File: src/rtl/nibble_serial_add_ctrl_if.sv
// Handshake and data bundle for the nibble-serial adder controller.
// The producer drives operands on the in_* side; the consumer takes
// results from the out_* side. The controller uses the slave modport.
interface nibble_serial_add_ctrl_if #(
  parameter int WIDTH = 16
);
  logic             in_valid;
  logic             in_ready;
  logic [WIDTH-1:0] a;
  logic [WIDTH-1:0] b;
  logic             cin;
  logic             out_valid;
  logic             out_ready;
  logic [WIDTH-1:0] sum;
  logic             cout;
  logic             ovf;
  logic             busy;

  modport master (
    output in_valid, a, b, cin, out_ready,
    input  in_ready, out_valid, sum, cout, ovf, busy
  );

  modport slave (
    input  in_valid, a, b, cin, out_ready,
    output in_ready, out_valid, sum, cout, ovf, busy
  );
endinterface

File: src/rtl/nibble_serial_add_ctrl.sv
// Nibble-serial adder controller.
// A single 4-bit ripple slice is stepped across WIDTH-bit operands, least
// significant nibble first, one nibble per clock. The carry between slices
// lives in a register. The handshake flags are registered copies of the
// state, so they never depend combinationally on in_valid or out_ready.
module nibble_serial_add_ctrl #(
  parameter int WIDTH = 16
) (
  input logic                     clk,
  input logic                     rst_n,
  nibble_serial_add_ctrl_if.slave bus
);

  localparam int N     = WIDTH / 4;
  localparam int IDX_W = (N > 1) ? $clog2(N) : 1;
  localparam logic [IDX_W-1:0] LAST_IDX = IDX_W'(N - 1);

  typedef enum logic [1:0] {
    IDLE,
    ADD,
    DONE
  } state_t;

  state_t           state_q;
  logic [WIDTH-1:0] opA_q;
  logic [WIDTH-1:0] opB_q;
  logic [WIDTH-1:0] sum_q;
  logic             carry_q;
  logic [IDX_W-1:0] sliceIdx_q;
  logic             cout_q;
  logic             ovf_q;
  logic             inReady_q;
  logic             outValid_q;
  logic             busy_q;

  logic [3:0]       sliceA;
  logic [3:0]       sliceB;
  logic [4:0]       sliceRes;
  logic             msbCarryIn;
  logic             sliceOvf;

  // Combinational 4-bit slice: picks the current nibble of each operand,
  // adds it with the stored carry, and derives the signed-overflow term
  // (carry into the slice's top bit XOR carry out), which only matters
  // when the slice being processed is the most significant one.
  always_comb begin
    sliceA     = opA_q[{sliceIdx_q, 2'b00} +: 4];
    sliceB     = opB_q[{sliceIdx_q, 2'b00} +: 4];
    sliceRes   = {1'b0, sliceA} + {1'b0, sliceB} + {4'b0000, carry_q};
    msbCarryIn = sliceA[3] ^ sliceB[3] ^ sliceRes[3];
    sliceOvf   = msbCarryIn ^ sliceRes[4];
  end

  // Controller FSM: accepts operands in IDLE, walks the slice index through
  // every nibble in ADD, then holds the result in DONE until the consumer
  // takes it. Handshake flags are updated together with the state so they
  // always reflect the state register.
  always_ff @(posedge clk or negedge rst_n) begin
    if (!rst_n) begin
      state_q    <= IDLE;
      opA_q      <= '0;
      opB_q      <= '0;
      sum_q      <= '0;
      carry_q    <= 1'b0;
      sliceIdx_q <= '0;
      cout_q     <= 1'b0;
      ovf_q      <= 1'b0;
      inReady_q  <= 1'b1;
      outValid_q <= 1'b0;
      busy_q     <= 1'b0;
    end else begin
      case (state_q)
        IDLE: begin
          if (bus.in_valid) begin
            opA_q      <= bus.a;
            opB_q      <= bus.b;
            carry_q    <= bus.cin;
            sliceIdx_q <= '0;
            sum_q      <= '0;
            state_q    <= ADD;
            inReady_q  <= 1'b0;
            busy_q     <= 1'b1;
          end
        end
        ADD: begin
          sum_q[{sliceIdx_q, 2'b00} +: 4] <= sliceRes[3:0];
          carry_q <= sliceRes[4];
          if (sliceIdx_q == LAST_IDX) begin
            cout_q     <= sliceRes[4];
            ovf_q      <= sliceOvf;
            state_q    <= DONE;
            outValid_q <= 1'b1;
          end else begin
            sliceIdx_q <= sliceIdx_q + 1'b1;
          end
        end
        DONE: begin
          if (bus.out_ready) begin
            state_q    <= IDLE;
            outValid_q <= 1'b0;
            busy_q     <= 1'b0;
            inReady_q  <= 1'b1;
          end
        end
        default: begin
          state_q    <= IDLE;
          outValid_q <= 1'b0;
          busy_q     <= 1'b0;
          inReady_q  <= 1'b1;
        end
      endcase
    end
  end

  assign bus.in_ready  = inReady_q;
  assign bus.out_valid = outValid_q;
  assign bus.busy      = busy_q;
  assign bus.sum       = sum_q;
  assign bus.cout      = cout_q;
  assign bus.ovf       = ovf_q;

endmodule

File: src/flat_wrapper.sv
// flat-port wrapper written by rule: the top's interface ports become plain ports
module nibble_serial_add_ctrl_flat 
#(
  parameter int WIDTH = 16
)
  (clk, rst_n, bus_in_valid, bus_a, bus_b, bus_cin, bus_out_ready, bus_in_ready, bus_out_valid, bus_sum, bus_cout, bus_ovf, bus_busy);
  nibble_serial_add_ctrl_if #(.WIDTH(WIDTH)) bus_i ();
  input logic clk;
  input logic rst_n;
  input wire logic [$bits(bus_i.in_valid)-1:0] bus_in_valid;
  input wire logic [$bits(bus_i.a)-1:0] bus_a;
  input wire logic [$bits(bus_i.b)-1:0] bus_b;
  input wire logic [$bits(bus_i.cin)-1:0] bus_cin;
  input wire logic [$bits(bus_i.out_ready)-1:0] bus_out_ready;
  output wire logic [$bits(bus_i.in_ready)-1:0] bus_in_ready;
  output wire logic [$bits(bus_i.out_valid)-1:0] bus_out_valid;
  output wire logic [$bits(bus_i.sum)-1:0] bus_sum;
  output wire logic [$bits(bus_i.cout)-1:0] bus_cout;
  output wire logic [$bits(bus_i.ovf)-1:0] bus_ovf;
  output wire logic [$bits(bus_i.busy)-1:0] bus_busy;
  assign bus_i.in_valid = bus_in_valid;
  assign bus_i.a = bus_a;
  assign bus_i.b = bus_b;
  assign bus_i.cin = bus_cin;
  assign bus_i.out_ready = bus_out_ready;
  assign bus_in_ready = bus_i.in_ready;
  assign bus_out_valid = bus_i.out_valid;
  assign bus_sum = bus_i.sum;
  assign bus_cout = bus_i.cout;
  assign bus_ovf = bus_i.ovf;
  assign bus_busy = bus_i.busy;
  nibble_serial_add_ctrl #(.WIDTH(WIDTH)) u_core (.clk(clk), .rst_n(rst_n), .bus(bus_i));
endmodule
File: config.mk
export PLATFORM = sky130hd
export DESIGN_NAME = nibble_serial_add_ctrl_flat
export DESIGN_NICKNAME = d
export VERILOG_FILES = /design/src/rtl/nibble_serial_add_ctrl_if.sv /design/src/rtl/nibble_serial_add_ctrl.sv /design/src/flat_wrapper.sv
export SDC_FILE = /design/constraint.sdc
export NUM_CORES = 1
export LEC_CHECK = 0
export CORE_ASPECT_RATIO = 0.6
export CORE_UTILIZATION = 50
export DETAILED_ROUTE_END_ITERATION = 7
export PLACE_DENSITY = 0.85
export SYNTH_ARGS = -nofsm -noshare
export SYNTH_HDL_FRONTEND = slang
export SYNTH_SLANG_ARGS = --single-unit
File: constraint.sdc
create_clock -name clk -period 6.37 [get_ports clk]
set_clock_uncertainty 0.2 [all_clocks]
set_input_delay 0.9555 -clock clk [delete_from_list [all_inputs] [get_ports clk]]
set_output_delay 0.9555 -clock clk [all_outputs]
set_load 0.1 [all_outputs]
==> impl_metrics.py <==
metrics = {
    "run_status": {
        "status": "finished clean",
    },
    "route": {
        "drc": 0,
        "wirelength_mm": 5.39,
        "dr_total_vias": 1793,
        "routed_via_density": 5.52,
        "firstDrtPassIters": 4,
        "post_drt_wl_per_cell_um": 16.6,
        "ant_nets": 0,
        "drtIter0Drc": 96,
    },
    "die": {
        "die-area_um2": 5600,
        "pin_count": 58,
        "core_area_um2": 5080,
        "initial_core_util_pct": 52.2,
        "die_h_um": 58.4,
        "num_rows": 20,
        "die_w_um": 96.0,
    },
    "critical_path": {
        "ff2ff_setup_slack_ps": 3270,
        "worstPathMaxFanout": 3,
        "critPathRequiredTime_ps": 5210,
        "critPathTopFamily": "buffers and inverters",
        "path_cells": "clkdlybuf4s50_1",
        "startpoint": "u_core.bus.in_ready",
        "crit_cells": 1,
        "reg2reg_to": "u_core.carry_q",
        "reg2reg_from": "u_core.sliceIdx_q[0]",
        "cp.arrival_ps": 2030,
        "start_kind": "flop",
        "critPathCaptureType": "output pin",
        "crit_path_end": "bus_in_ready",
        "cpMaxStageDelayCell": "clkdlybuf4s50_1",
        "slowest_delay_ps": 1130,
        "r2r_cells": 8,
        "crit_buf_inv": 1,
        "crit_type": "flop to output pin",
    },
    "clocking": {
        "cts_buffers": 9,
        "cts.sinks": 58,
        "cts_buffer_depth": 2,
        "clkSlewWorstSetupHoldPaths_ps": 60,
        "cts_tree": "done",
        "cts_max_level": 3,
        "post_cts_buffers": 0,
        "ctsResizeCount": 0,
        "insertion_delay_ps": 340,
        "holdBufCountCts": 0,
        "clockRootBuffer": "clkbuf_8",
    },
    "logic_synthesis": {
        "synth_area_um2": 2650,
        "ys_types": 32,
        "synth_nets": 238,
        "synth-seq-area-share_pct": 54.8,
        "synth_area_leader_cell": "dfrtp_1",
        "synth_area_leaders": "dfrtp_1 54%, mux2_2 13%, mux4_2 6.8%, a22o_1 5.3%, ha_1 3.3%",
        "synth_top_area_share_pct": 53.8,
        "yosysWarnings": 0,
        "syn_inst": 192,
        "ys_seq_elements": 58,
        "avgSynthCellArea_um2": 13.8,
    },
    "timing": {
        "rsz0062_at_grt": "no",
        "clock.fmax_mhz": 314,
        "max_slew_margin_pct": 34.6,
        "finalSetupViolCount": 0,
        "period_needed_ps": 3180,
        "hold_viol_final": 0,
        "setup_tns_ps": 0,
        "finalCritPeriodShare_pct": 49.9,
        "maxSlewViolCount": 0,
        "worst_slew_pin_slew_ps": 978,
    },
    "layout": {
        "drive_gt1_share_pct": 23.9,
        "nNetsFinal": 300,
        "diodes": 0,
        "ff_latch_area_um2": 1450,
        "multi_input_area_um2": 1120,
        "area_delta_synth_final_pct": 31.6,
        "nFillCells": 356,
    },
    "global_route": {
        "grt_overflow_total": 0,
        "antenna_found_initial": 0,
        "grt_pass1_vias": 1817,
        "grt_max_degree": 59,
        "grt_use_total_pct": 22.9,
        "grt_pass1_wl_mm": 9.07,
    },
    "placement": {
        "place.gp.congestion": 0.808,
        "io_buffers": 57,
        "post-dp-hpwl_mm": 3.92,
    },
    "run": {
        "maxCapViolations": 0,
    },
    "worst_hold_path": {
        "hold_class": "flop to flop",
    },
}
[how the worst min path moves through the flow]
stage	start	slack [ps]	to	cells past startpoint
2_1_floorplan	u_core.opA_q[4]	250	u_core.opA_q[4]	1
3_3_place_gp	u_core.opA_q[4]	270	u_core.opA_q[4]	1
3_5_place_dp	u_core.opA_q[4]	280	u_core.opA_q[4]	1
4_1_cts	u_core.opA_q[4]	300	u_core.opA_q[4]	1
5_1_grt	u_core.bus.ovf	320	u_core.bus.ovf	2
6_report	u_core.opA_q[4]	290	u_core.opA_q[4]	1
[placed cells by master, fill, tap and decap left out, drive strengths merged]
| cell | synthesis | layout |
|---|---|---|
| and3 | 1 | 1 |
| nor2 | 6 | 6 |
| clkbuf | 3 | 11 |
| a22oi | 1 | 1 |
| bufinv | 0 | 2 |
| buf | 5 | 3 |
| dfstp | 1 | 1 |
| nor4b | 1 | 1 |
| xnor2 | 3 | 3 |
| a22o | 16 | 16 |
| clkinvlp | 0 | 1 |
| nand2 | 11 | 11 |
| ha | 7 | 7 |
| fa | 2 | 2 |
| nor4 | 1 | 1 |
| a21oi | 7 | 7 |
| o21bai | 1 | 1 |
| inv | 8 | 8 |
| o22a | 1 | 1 |
| or2 | 1 | 1 |
| mux2 | 32 | 32 |
| mux4 | 8 | 8 |
| nand2b | 3 | 3 |
| o2bb2ai | 1 | 1 |
| clkinv | 0 | 2 |
| clkdlybuf4s50 | 0 | 56 |
| dfrtp | 57 | 57 |
| nor3 | 3 | 3 |
| and3b | 1 | 1 |
| o22ai | 2 | 2 |
| o21ai | 4 | 4 |
| a21o | 5 | 5 |
[logic make-up after synthesis]
family | Yosys count | share of synthesized area, %
AOI/OAI and AO/OA | 38 | 10.5
xor gates and xnor gates | 3 | 0.992
adders and majority gates | 9 | 4.82
buffers and inverters | 16 | 2.79
DFF | 58 | 54.8
muxes | 40 | 20.4
and+or+nand+nor | 28 | 5.71
[synthesized netlist by cell type]
cell type,count
mux4_2,8
nand2b_2,1
nor4b_2,1
nor3_1,3
and3b_1,1
o21ai_0,4
buf_2,2
nand2_1,11
ha_1,7
and3_1,1
o22a_1,1
mux2_1,2
nor2_1,5
fa_1,2
nor4_2,1
clkbuf_1,3
a22oi_1,1
o22ai_1,2
dfstp_2,1
o2bb2ai_1,1
a22o_1,16
nand2b_1,2
or2_2,1
mux2_2,30
inv_1,8
o21bai_1,1
dfrtp_1,57
a21oi_1,7
buf_4,3
nor2_2,1
a21o_1,5
xnor2_1,3
[worst register-to-register path: stages (launching register included)]
cell and delay (ps):
dfrtp_1 810, mux4_2 620, fa_1 440, inv_1 90, fa_1 210, nand2b_1 120
o2bb2ai_1 200, a21oi_1 120, o22a_1 180
[per-stage QoR]
step / instances / worst slack (ps) / instance area, µm² / utilization (%) / hold WS [ps]
floorplan: 192 / 3610 / 2650 / - / 253
global placement: 309 / 3370 / 3270 / 64.4 / 272
global route: 325 / 3130 / 3490 / 68.7 / 317
finish: 325 / 3190 / 3490 / 68.7 / 294
detailed placement: 309 / 3270 / 3270 / 64.4 / 281
CTS: 325 / 3170 / 3490 / 68.7 / 296
[flip-flops by register name, indices dropped and copies added, names as in the netlist]
register / count
u_core.carry_q: 1
u_core.bus.cout: 1
u_core.sliceIdx_q: 2
u_core.bus.busy: 1
u_core.state_q: 2
u_core.opB_q: 16
u_core.bus.sum: 16
u_core.opA_q: 16
u_core.bus.ovf: 1
u_core.bus.out_valid: 1
u_core.bus.in_ready: 1
[metal layers]
layer	global-route usage (%)	routed length, µm
met1	32.5	2590
met2	31.5	2360
met3	9.95	393
met4	7.68	51
met5	0	0
[area by class of cell]
cell class,instances,area share [%]
inverters,8,0.861
well taps,66,2.37
clock buffers,11,4.05
repair buffers,59,16.6
flip-flops and latches,58,41.6
clock inverters,5,2.22
multi-input cells,118,32.2
Power is not shown: default switching activity piles up to over one toggle a cycle in this logic, so the estimate is an artifact.
